==> src/rtl/ni_pkg.sv <==
// ni_pkg: shared definitions for the MIPS network interface.
//   NI_DATA_W / NI_ADDR_W : default payload and node-address widths
//   FLIT_W                : default flit width, {dest, payload}
//   rx_state_t            : receive-side FSM encoding
package ni_pkg;

  localparam int NI_DATA_W = 32;
  localparam int NI_ADDR_W = 2;
  localparam int FLIT_W    = NI_ADDR_W + NI_DATA_W;

  typedef enum logic [1:0] {
    RX_IDLE    = 2'd0,
    RX_WAIT    = 2'd1,
    RX_DELIVER = 2'd2
  } rx_state_t;

endpackage

==> src/rtl/ni_fifo.sv <==
// ni_fifo: synchronous FIFO used for both the tx and rx queues.
//   clk, rst_n : clock, asynchronous active-low reset (empties the FIFO)
//   push, din  : write request and data; ignored while full
//   pop        : read request; ignored while empty
//   full/empty : status, decoded from the registered pointers
//   head       : oldest entry, stable until it is popped
module ni_fifo #(
  parameter int WIDTH = 34,
  parameter int DEPTH = 4
) (
  input  logic             clk,
  input  logic             rst_n,
  input  logic             push,
  input  logic [WIDTH-1:0] din,
  input  logic             pop,
  output logic             full,
  output logic             empty,
  output logic [WIDTH-1:0] head
);

  localparam int AW = $clog2(DEPTH);
  localparam logic [AW:0] PTR_ONE = {{AW{1'b0}}, 1'b1};

  // Pointers carry one extra wrap bit: equal pointers mean empty, equal
  // index with differing wrap bit means full.
  logic [AW:0]      wr_ptr_q, wr_ptr_d;
  logic [AW:0]      rd_ptr_q, rd_ptr_d;
  logic [WIDTH-1:0] mem_q [DEPTH];
  logic [WIDTH-1:0] mem_d [DEPTH];
  logic             push_ok;
  logic             pop_ok;

  assign empty   = (wr_ptr_q == rd_ptr_q);
  assign full    = (wr_ptr_q[AW] != rd_ptr_q[AW]) &&
                   (wr_ptr_q[AW-1:0] == rd_ptr_q[AW-1:0]);
  assign push_ok = push & ~full;
  assign pop_ok  = pop & ~empty;
  assign head    = mem_q[rd_ptr_q[AW-1:0]];

  always_comb begin
    wr_ptr_d = wr_ptr_q;
    rd_ptr_d = rd_ptr_q;
    mem_d    = mem_q;
    if (push_ok) begin
      mem_d[wr_ptr_q[AW-1:0]] = din;
      wr_ptr_d = wr_ptr_q + PTR_ONE;
    end
    if (pop_ok) begin
      rd_ptr_d = rd_ptr_q + PTR_ONE;
    end
  end

  always_ff @(posedge clk or negedge rst_n) begin
    if (!rst_n) begin
      wr_ptr_q <= '0;
      rd_ptr_q <= '0;
      for (int i = 0; i < DEPTH; i++) begin
        mem_q[i] <= '0;
      end
    end else begin
      wr_ptr_q <= wr_ptr_d;
      rd_ptr_q <= rd_ptr_d;
      mem_q    <= mem_d;
    end
  end

endmodule

==> src/rtl/mips_network_interface.sv <==
// mips_network_interface: NoC-facing side of a MIPS core's send/receive path.
//   Core side : proc_valid_E/dest_add_E/NI_in (send pulse), proc_ready_in_E
//               (receive level), mips_ni/data_valid/wd_NI (delivery),
//               tx_full/tx_overflow (send status)
//   Router tx : ni_out_valid/ni_out_flit -> router_in_ready
//   Router rx : router_out_valid/router_out_flit -> ni_in_ready
//   Status    : misroute_cnt, saturating count of flits for other nodes
//
// Router handshakes are strict valid/ready: a flit moves on a rising edge
// where valid and ready are both high; valid never depends on ready, and
// the flit stays stable while valid is high and ready is low.
module mips_network_interface
  import ni_pkg::*;
#(
  parameter int DATA_W   = NI_DATA_W,
  parameter int ADDR_W   = NI_ADDR_W,
  parameter int TX_DEPTH = 4,
  parameter int RX_DEPTH = 4,
  parameter int NODE_ID  = 0
) (
  input  logic                     clk,
  input  logic                     rst_n,
  input  logic                     proc_valid_E,
  input  logic [ADDR_W-1:0]        dest_add_E,
  input  logic [DATA_W-1:0]        NI_in,
  input  logic                     proc_ready_in_E,
  output logic                     mips_ni,
  output logic                     data_valid,
  output logic [DATA_W-1:0]        wd_NI,
  output logic                     tx_full,
  output logic                     tx_overflow,
  output logic                     ni_out_valid,
  output logic [ADDR_W+DATA_W-1:0] ni_out_flit,
  input  logic                     router_in_ready,
  input  logic                     router_out_valid,
  input  logic [ADDR_W+DATA_W-1:0] router_out_flit,
  output logic                     ni_in_ready,
  output logic [7:0]               misroute_cnt
);

  localparam int                FW      = ADDR_W + DATA_W;
  localparam logic [ADDR_W-1:0] MY_ADDR = ADDR_W'(NODE_ID);

  // ---------------- tx path ----------------
  logic          tx_empty;
  logic [FW-1:0] tx_head;
  logic          tx_pop;
  logic          tx_overflow_q, tx_overflow_d;

  assign tx_pop = ~tx_empty & router_in_ready;

  ni_fifo #(.WIDTH(FW), .DEPTH(TX_DEPTH)) u_tx_fifo (
    .clk   (clk),
    .rst_n (rst_n),
    .push  (proc_valid_E),
    .din   ({dest_add_E, NI_in}),
    .pop   (tx_pop),
    .full  (tx_full),
    .empty (tx_empty),
    .head  (tx_head)
  );

  assign ni_out_valid = ~tx_empty;
  assign ni_out_flit  = tx_head;
  assign tx_overflow  = tx_overflow_q;

  // A send while full is lost even if a pop frees a slot the same cycle.
  always_comb begin
    tx_overflow_d = tx_overflow_q | (proc_valid_E & tx_full);
  end

  // ---------------- rx path ----------------
  logic              rx_full, rx_empty;
  logic [DATA_W-1:0] rx_head;
  logic              rx_push, rx_pop;
  logic              rx_accept, dest_match;
  logic              rx_en_q, rx_en_d;
  logic [7:0]        misroute_cnt_q, misroute_cnt_d;

  // rx_en_q keeps ni_in_ready low during reset and for the first cycle after.
  assign ni_in_ready = rx_en_q & ~rx_full;
  assign dest_match  = (router_out_flit[FW-1 -: ADDR_W] == MY_ADDR);
  assign rx_accept   = router_out_valid & ni_in_ready;
  assign rx_push     = rx_accept & dest_match;

  ni_fifo #(.WIDTH(DATA_W), .DEPTH(RX_DEPTH)) u_rx_fifo (
    .clk   (clk),
    .rst_n (rst_n),
    .push  (rx_push),
    .din   (router_out_flit[DATA_W-1:0]),
    .pop   (rx_pop),
    .full  (rx_full),
    .empty (rx_empty),
    .head  (rx_head)
  );

  always_comb begin
    rx_en_d        = 1'b1;
    misroute_cnt_d = misroute_cnt_q;
    if (rx_accept && !dest_match && misroute_cnt_q != 8'hFF) begin
      misroute_cnt_d = misroute_cnt_q + 8'd1;
    end
  end

  assign misroute_cnt = misroute_cnt_q;

  // ---------------- rx FSM ----------------
  rx_state_t         state_q, state_d;
  logic [DATA_W-1:0] wd_ni_q, wd_ni_d;

  // State register
  always_ff @(posedge clk or negedge rst_n) begin
    if (!rst_n) begin
      state_q        <= RX_IDLE;
      wd_ni_q        <= '0;
      tx_overflow_q  <= 1'b0;
      rx_en_q        <= 1'b0;
      misroute_cnt_q <= '0;
    end else begin
      state_q        <= state_d;
      wd_ni_q        <= wd_ni_d;
      tx_overflow_q  <= tx_overflow_d;
      rx_en_q        <= rx_en_d;
      misroute_cnt_q <= misroute_cnt_d;
    end
  end

  // Next-state logic. A receive the core abandons while waiting wins over
  // data arriving, so no flit is consumed for a receive nobody reads.
  always_comb begin
    state_d = state_q;
    wd_ni_d = wd_ni_q;
    unique case (state_q)
      RX_IDLE: begin
        if (proc_ready_in_E) state_d = RX_WAIT;
      end
      RX_WAIT: begin
        if (!proc_ready_in_E) begin
          state_d = RX_IDLE;
        end else if (!rx_empty) begin
          state_d = RX_DELIVER;
          wd_ni_d = rx_head;
        end
      end
      RX_DELIVER: state_d = RX_IDLE;
      default:    state_d = RX_IDLE;
    endcase
  end

  // Outputs decode the state register only, so they are glitch-free.
  always_comb begin
    mips_ni    = (state_q == RX_WAIT) || (state_q == RX_DELIVER);
    data_valid = (state_q == RX_DELIVER);
    rx_pop     = (state_q == RX_DELIVER);
  end

  assign wd_NI = wd_ni_q;

endmodule

==> config.mk <==
export PLATFORM = sky130hd
export DESIGN_NAME = mips_network_interface
export DESIGN_NICKNAME = d
export VERILOG_FILES = /design/src/rtl/ni_pkg.sv /design/src/rtl/ni_fifo.sv /design/src/rtl/mips_network_interface.sv
export SDC_FILE = /design/constraint.sdc
export NUM_CORES = 1
export LEC_CHECK = 0
export CORE_MARGIN = 4
export CORE_UTILIZATION = 50
export CTS_CLUSTER_DIAMETER = 40
export CTS_CLUSTER_SIZE = 10
export DETAILED_ROUTE_END_ITERATION = 6
export PLACE_DENSITY = 0.75
export SETUP_SLACK_MARGIN = 0.15
export SLEW_MARGIN = 0
export SYNTH_ARGS = -nofsm -noshare
export SYNTH_HDL_FRONTEND = slang
export SYNTH_SLANG_ARGS = --single-unit
==> constraint.sdc <==
create_clock -name clk -period 1.85 [get_ports clk]
set_clock_uncertainty 0.2 [all_clocks]
set_input_delay 0.2775 -clock clk [delete_from_list [all_inputs] [get_ports clk]]
set_output_delay 0.2775 -clock clk [all_outputs]
set_load 0.05 [all_outputs]
==> reports/metrics.cfg, run 1 <==
[setup_path]
worstRegToRegCells=10
path_depth=3
crit_path_max_fanout=15
end_kind=output port
crit_path_max_incr_delay_ns=0.58
slowest_stage=mux4_2
cp_cell_sequence=buf_12 -> mux4_2 -> buf_12
start_kind=register
crit_family=multiplexers
critPathRequiredTime_ns=1.37
path_buf_inv=2
crit_arrival_ns=1.99
path_class=reg2out
crit_top_cell=buf_12

[finish]
mostFrequentLayoutCells=307 x dfrtp_1, 238 x mux2_4, 90 x buf_4
area_growth_pct=45.2
finalNetCount=1214
diodes=0
postLayoutCoreUtil_pct=73.4
fin_cells=1540
mostFrequentLayoutCell=dfrtp_1
drive_gt1_share_pct=62.0
stdcell_area_um2=21100

[power_and_ir_drop]
finalPower_mw=45.4
peakVddDrop_v=0.00137
p_leak_nw=10.1
power.density_nw_per_um2=2160

[floorplanning]
initial_utilization_pct=50.6
die_area_um2=31800
core_area_um2=28700
die_h_um=178
top_level_ports=154
rows=62
dieWidth_um=178

[routing]
vias_per_cell=5.44
detail-route-antenna-nets=0
wl_met2_mm=17.3
wl_met1_mm=15.3
drcViolationCount=0
highest_layer=met5
vias=8376
first_iter_violations=563
wirelength_mm=35.2
wl_per_cell_um=22.9
drt_first_pass_iters=4
wl_met3_mm=1.77

[job]
drv_cap=0

[synthesis]
synthXorXnorAreaFrac_pct=1.42
synth_fa_ha_area_share_pct=1.21
synthTopCellsByArea=dfrtp_1 55%, mux2_4 13%, mux4_2 10%, mux2_1 8.1%, mux2_2 5.1%
yosysUniqueCellTypes=34
synth.mux.area_fraction_pct=36.8
ys_seq_elements=320
netlist.area_leader.share_pct=55.2
synth_top_family_by_area=multiplexers
ys_warn_count=0
synthArstFlopShare_pct=100
syn-instance-count=823
synth_ff_type=dfrtp_1
synth_seq_area_share_pct=55.2
synth-simple-area-share_pct=1.66
syn_area_per_cell_um2=17.6
synth-edff-count=0
synth_compound_area_share_pct=0.793
synth_fp_nets=911
netlist_area_um2=14500
synth_top_area_cell=dfrtp_1

[grt]
overflow=0
antenna_found_initial=2
grt_pass1_vias=9386
grt_pass1_wl_mm=54.5
track_usage_pct=21.9
grt_max_degree=57

[cts]
cts_tree=built
cts_root_buffer=clkbuf_16
clk_latency_ns=0.54
cts_max_level=2
clkTransAtPathRegs_ns=0.05
cts_buffers=47
cts_buffer_depth=3
cts.sinks=320

[timing]
fmax_mhz=405
finalWorstSetupSlack_ns=-0.618
slew_viol_final=0
rsz0062_at_grt=true
finalHoldViolCount=0
finalSetupViolCount=345
fin_setup_tns_ns=-135.70
fin_crit_sh_pct=133
layout_min_cycle_time_ns=2.47
hold_ws_ns=0.0514

[placement]
place_area_um2=18000
hpwl_mm=20.0
gp_congestion=0.739
place_ws_ns=-0.412
port_buffers=153
dp_cells=1392

[outcome]
status=finished, violations left
violations=negative setup slack

[worst_hold_path]
hold_class=in2async

path summary, 6_finish.rpt:
check / endpoint / slack (ns) / from
min in group clk: u_tx_fifo.rd_ptr_q[0] / 0.20 / router_in_ready
worst max-delay path: ni_out_flit[6] / -0.62 / u_tx_fifo.rd_ptr_q[0]
worst min register to register: tx_overflow / 0.25 / tx_overflow
max in group asynchronous: wd_NI[9] / 0.78 / rst_n
worst min-delay path: u_tx_fifo.mem_q[110] / 0.05 / rst_n
worst max register to register: u_tx_fifo.mem_q[6] / -0.53 / u_tx_fifo.rd_ptr_q[0]
cell families (layout without fill, tap and decap cells):
logic type | Yosys count | in the layout
compound gates | 13 | 13
xor+xnor | 21 | 21
other cells | 1 | 1
fa+ha+maj | 14 | 14
mux | 365 | 365
buf+inv | 54 | 387
flops | 320 | 320
simple gates | 35 | 35
layer usage:
layer / GRT usage [%] / vias up
met4: 6.20 / 4
met3: 4.24 / 67
met1: 30.4 / 4418
met2: 35.8 / 234
li1: - / 3653
met5: 0 / -
layout make-up:
class | instances | area (um2)
sequential | 320 | 8020
fill | 1661 | 7630
clock inverter | 21 | 293
clock buffer | 58 | 1300
multi-input combinational | 449 | 6810
timing repair buffer | 299 | 4140
tap | 384 | 480
inverter | 9 | 33.8
flip-flops by register name, summed over array words and instances, names as in the netlist:
register / cells
u_rx_fifo.mem_q: 128
u_rx_fifo.rd_ptr_q: 3
tx_overflow: 1
u_tx_fifo.rd_ptr_q: 3
wd_NI: 32
u_tx_fifo.mem_q: 136
misroute_cnt: 8
u_tx_fifo.wr_ptr_q: 3
rx_en_q: 1
u_rx_fifo.wr_ptr_q: 3
state_q: 2
repair_timing:
action                     in CTS  in global routing
hold endpoints to repair      320                  0
setup endpoints to repair     342                356
hold buffers                    1                  0
gates cloned                   22                  4
gates resized for setup        56                 32
pin swaps                      12                 16
buffers inserted               26                 16
Yosys cell counts, types with 5 or more instances:
master and n:
buf_2 8, buf_6 28, clkbuf_1 7, dfrtp_1 320, ha_1 14, inv_1 9, mux2_1 105, mux2_2 66
mux2_4 128, mux4_2 66, nand2_1 7, nand2_4 8, o21ai_0 5, xnor2_1 9, xor2_1 9
report_power, final:
| group | switching (mW) | total [mW] | internal (mW) | leakage (nW) |
|---|---|---|---|---|
| registers | 2.16 | 12.6 | 10.4 | 3.96 |
| clock network | 3.19 | 8.99 | 5.80 | 0.777 |
| logic | 10.1 | 23.9 | 13.7 | 5.38 |
| total | 15.5 | 45.4 | 29.9 | 10.1 |
Note: power is estimated with default switching activity, not from simulation.
==> inputs of run 2 (changes only) <==
--- a/config.mk
+++ b/config.mk
@@ -6,11 +6,11 @@
 export NUM_CORES = 1
 export LEC_CHECK = 0
 export CORE_MARGIN = 4
-export CORE_UTILIZATION = 50
+export CORE_UTILIZATION = 46
 export CTS_CLUSTER_DIAMETER = 40
 export CTS_CLUSTER_SIZE = 10
 export DETAILED_ROUTE_END_ITERATION = 6
-export PLACE_DENSITY = 0.75
+export PLACE_DENSITY = 0.7
 export SETUP_SLACK_MARGIN = 0.15
 export SLEW_MARGIN = 0
 export SYNTH_ARGS = -nofsm -noshare
==> run 2 against run 1 <==
The run still ends with negative setup slack left. Register-to-register slack improved by 0.03 ns. Combinational power about the same. Sequential cell count unchanged. Sequential share of layout area shrank 0.29 points. Clock-buffer cell count grew 4. Non-clock buffer count grew 3. Design area is 0.77% higher. Critical endpoint is now ni_out_flit[25].
==> reports/metrics.cfg, run 2 (synthesis results as in run 1) <==
[floorplanning]
dieWidth_um=186  ; was 178 um
die_h_um=186  ; was 178 um
top_level_ports=154  ; unchanged
rows=64  ; was 62
die_area_um2=34500  ; was 31,800 um2
core_area_um2=30800  ; was 28,700 um2
initial_utilization_pct=47.1  ; was 50.6%

[power_and_ir_drop]
peakVddDrop_v=0.00104  ; was 0.00137 V
p_leak_nw=10.2  ; was 10.1 nW
power.density_nw_per_um2=2160  ; about the same
finalPower_mw=45.8  ; was 45.4 mW

[finish]
mostFrequentLayoutCell=dfrtp_1  ; unchanged
top_register=u_tx_fifo.mem_q  ; unchanged
fillers=1929  ; was 1,661
area_growth_pct=46.3  ; was 45.2%
drive_gt1_share_pct=61.9  ; was 62.0%
seqCellArea_um2=8030  ; was 8020 um2
mostFrequentLayoutCells=306 x dfrtp_1, 251 x mux2_4, 83 x buf_12  ; was 307 x dfrtp_1, 238 x mux2_4, 90 x buf_4
largest_reg_flops=136  ; unchanged
stdcell_area_um2=21200  ; was 21,100 um2
diodes=0  ; unchanged
finalNetCount=1219  ; was 1,214
multi_input_area_um2=6850  ; was 6810 um2

[placement]
gp_congestion=0.766  ; was 0.739
place_area_um2=18000  ; about the same
hpwl_mm=20.5  ; was 20.0 mm
port_buffers=153  ; unchanged

[cts]
cts_buffers=49  ; was 47
clk_latency_ns=0.55  ; was 0.54 ns
clkTransAtPathRegs_ns=0.05  ; about the same
cts.sinks=320  ; unchanged
cts_root_buffer=clkbuf_16  ; unchanged
cts_buffer_depth=3  ; unchanged
cts_max_level=2  ; unchanged
cts_tree=built  ; unchanged

[routing]
detail-route-antenna-nets=0  ; unchanged
wl_per_cell_um=22.8  ; was 22.9 um
drt_first_pass_iters=4  ; unchanged
vias=8423  ; was 8,376
wirelength_mm=35.5  ; was 35.2 mm
first_iter_violations=455  ; was 563
drcViolationCount=0  ; unchanged
vias_per_cell=5.40  ; was 5.44

[timing]
slew_viol_final=0  ; unchanged
finalHoldViolCount=0  ; unchanged
fin_crit_sh_pct=132  ; was 133%
fmax_mhz=411  ; was 405 MHz
rsz0062_at_grt=true  ; unchanged
finalSetupViolCount=345  ; unchanged
finalWorstSetupSlack_ns=-0.585  ; was -0.618 ns
layout_min_cycle_time_ns=2.44  ; was 2.47 ns

[grt]
grt_max_degree=65  ; was 57
grt_pass1_wl_mm=55.5  ; was 54.5 mm
track_usage_pct=20.6  ; was 21.9%
overflow=0  ; unchanged
grt_pass1_vias=9376  ; was 9,386
antenna_found_initial=3  ; was 2

[setup_path]
end_kind=output port  ; unchanged
worstRegToRegCells=10  ; unchanged
crit_path_max_fanout=8  ; was 15
timing.rr.end=u_tx_fifo.mem_q[38]  ; was u_tx_fifo.mem_q[6]
r2r-start=u_tx_fifo.rd_ptr_q[0]  ; unchanged
start_kind=register  ; unchanged
path_class=reg2out  ; unchanged
crit_arrival_ns=1.96  ; was 1.99 ns
critPathRequiredTime_ns=1.37  ; about the same
rrSetupSlack_ns=-0.50  ; was -0.53 ns

[outcome]
violations=negative setup slack  ; unchanged
status=finished, violations left  ; unchanged

[worst_hold_path]
hold_class=in2async  ; unchanged

[job]
drv_cap=0  ; unchanged

-- run 2: cell count changes in the layout (fill, tap and decap cells not counted), sizes merged --
cell,before,now
clkinv,9,8
clkinvlp,3,5
bufbuf,2,1
buf,220,228
-- run 2: worst max-delay path, stage by stage (launching register included) --
cell and delay [ns]:
dfrtp_2 0.43, buf_4 0.24, mux4_2 0.57, buf_12 0.17
-- run 2: per-layer routing --
| metal | track usage (%) | vias up | wire length, um |
|---|---|---|---|
| met3 | 4.10 | 60 | 1680 |
| met1 | 28.7 | 4502 | 15500 |
| met4 | 5.16 | 6 | 714 |
| met5 | 0 | - | 41 |
| li1 | - | 3673 | - |
| met2 | 33.8 | 182 | 17500 |
-- run 2: what timing repair did --
action | in CTS | in global routing
pin swaps | 7 | 18
hold buffers | 1 | 0
buffers inserted | 26 | 21
gates resized for setup | 80 | 44
endpoints found under the hold margin | 320 | 0
cloned | 23 | 0
setup endpoints to repair | 344 | 357
-- run 2: where the power goes --
part	internal, mW	switching, mW
sequential	10.4	2.14
combinational	13.8	10.1
clock	6.00	3.28
total	30.2	15.6
-- run 2: cell type report --
class / instances / share of cell area [%]
timing repair buffer: 302 / 19.7
clock inverter: 22 / 1.37
clock buffer: 62 / 6.39
multi-input combinational: 449 / 32.2
inverter: 9 / 0.159
sequential: 320 / 37.8
tap: 396 / 2.33
-- run 2: worst max path at each step --
stage                                 end  slack, ns                  start  cells past startpoint
floorplan           u_tx_fifo.rd_ptr_q[1]      -0.19  u_tx_fifo.rd_ptr_q[0]                      5
global placement      u_rx_fifo.mem_q[84]      -0.37    router_out_flit[32]                      7
detailed placement    u_rx_fifo.mem_q[42]      -0.38    router_out_flit[32]                      7
CTS                       ni_out_flit[33]      -0.60  u_tx_fifo.rd_ptr_q[0]                      3
global route              ni_out_flit[25]      -0.65  u_tx_fifo.rd_ptr_q[0]                      3
finish                    ni_out_flit[25]      -0.59  u_tx_fifo.rd_ptr_q[0]                      3
-- run 2: through the flow --
step	util, %	TNS [ns]	std cells	hold slack [ns]	setup slack, ns
detailed placement	58.4	-84.40	1405	-0.0208	-0.375
global route	68.9	-139.54	1560	0.0295	-0.645
global placement	58.4	-82.99	1405	-0.0219	-0.367
CTS	67.7	-79.43	1539	0.0184	-0.605
floorplan	-	-25.12	823	-0.218	-0.194
finish	68.9	-125.57	1560	0.0211	-0.585
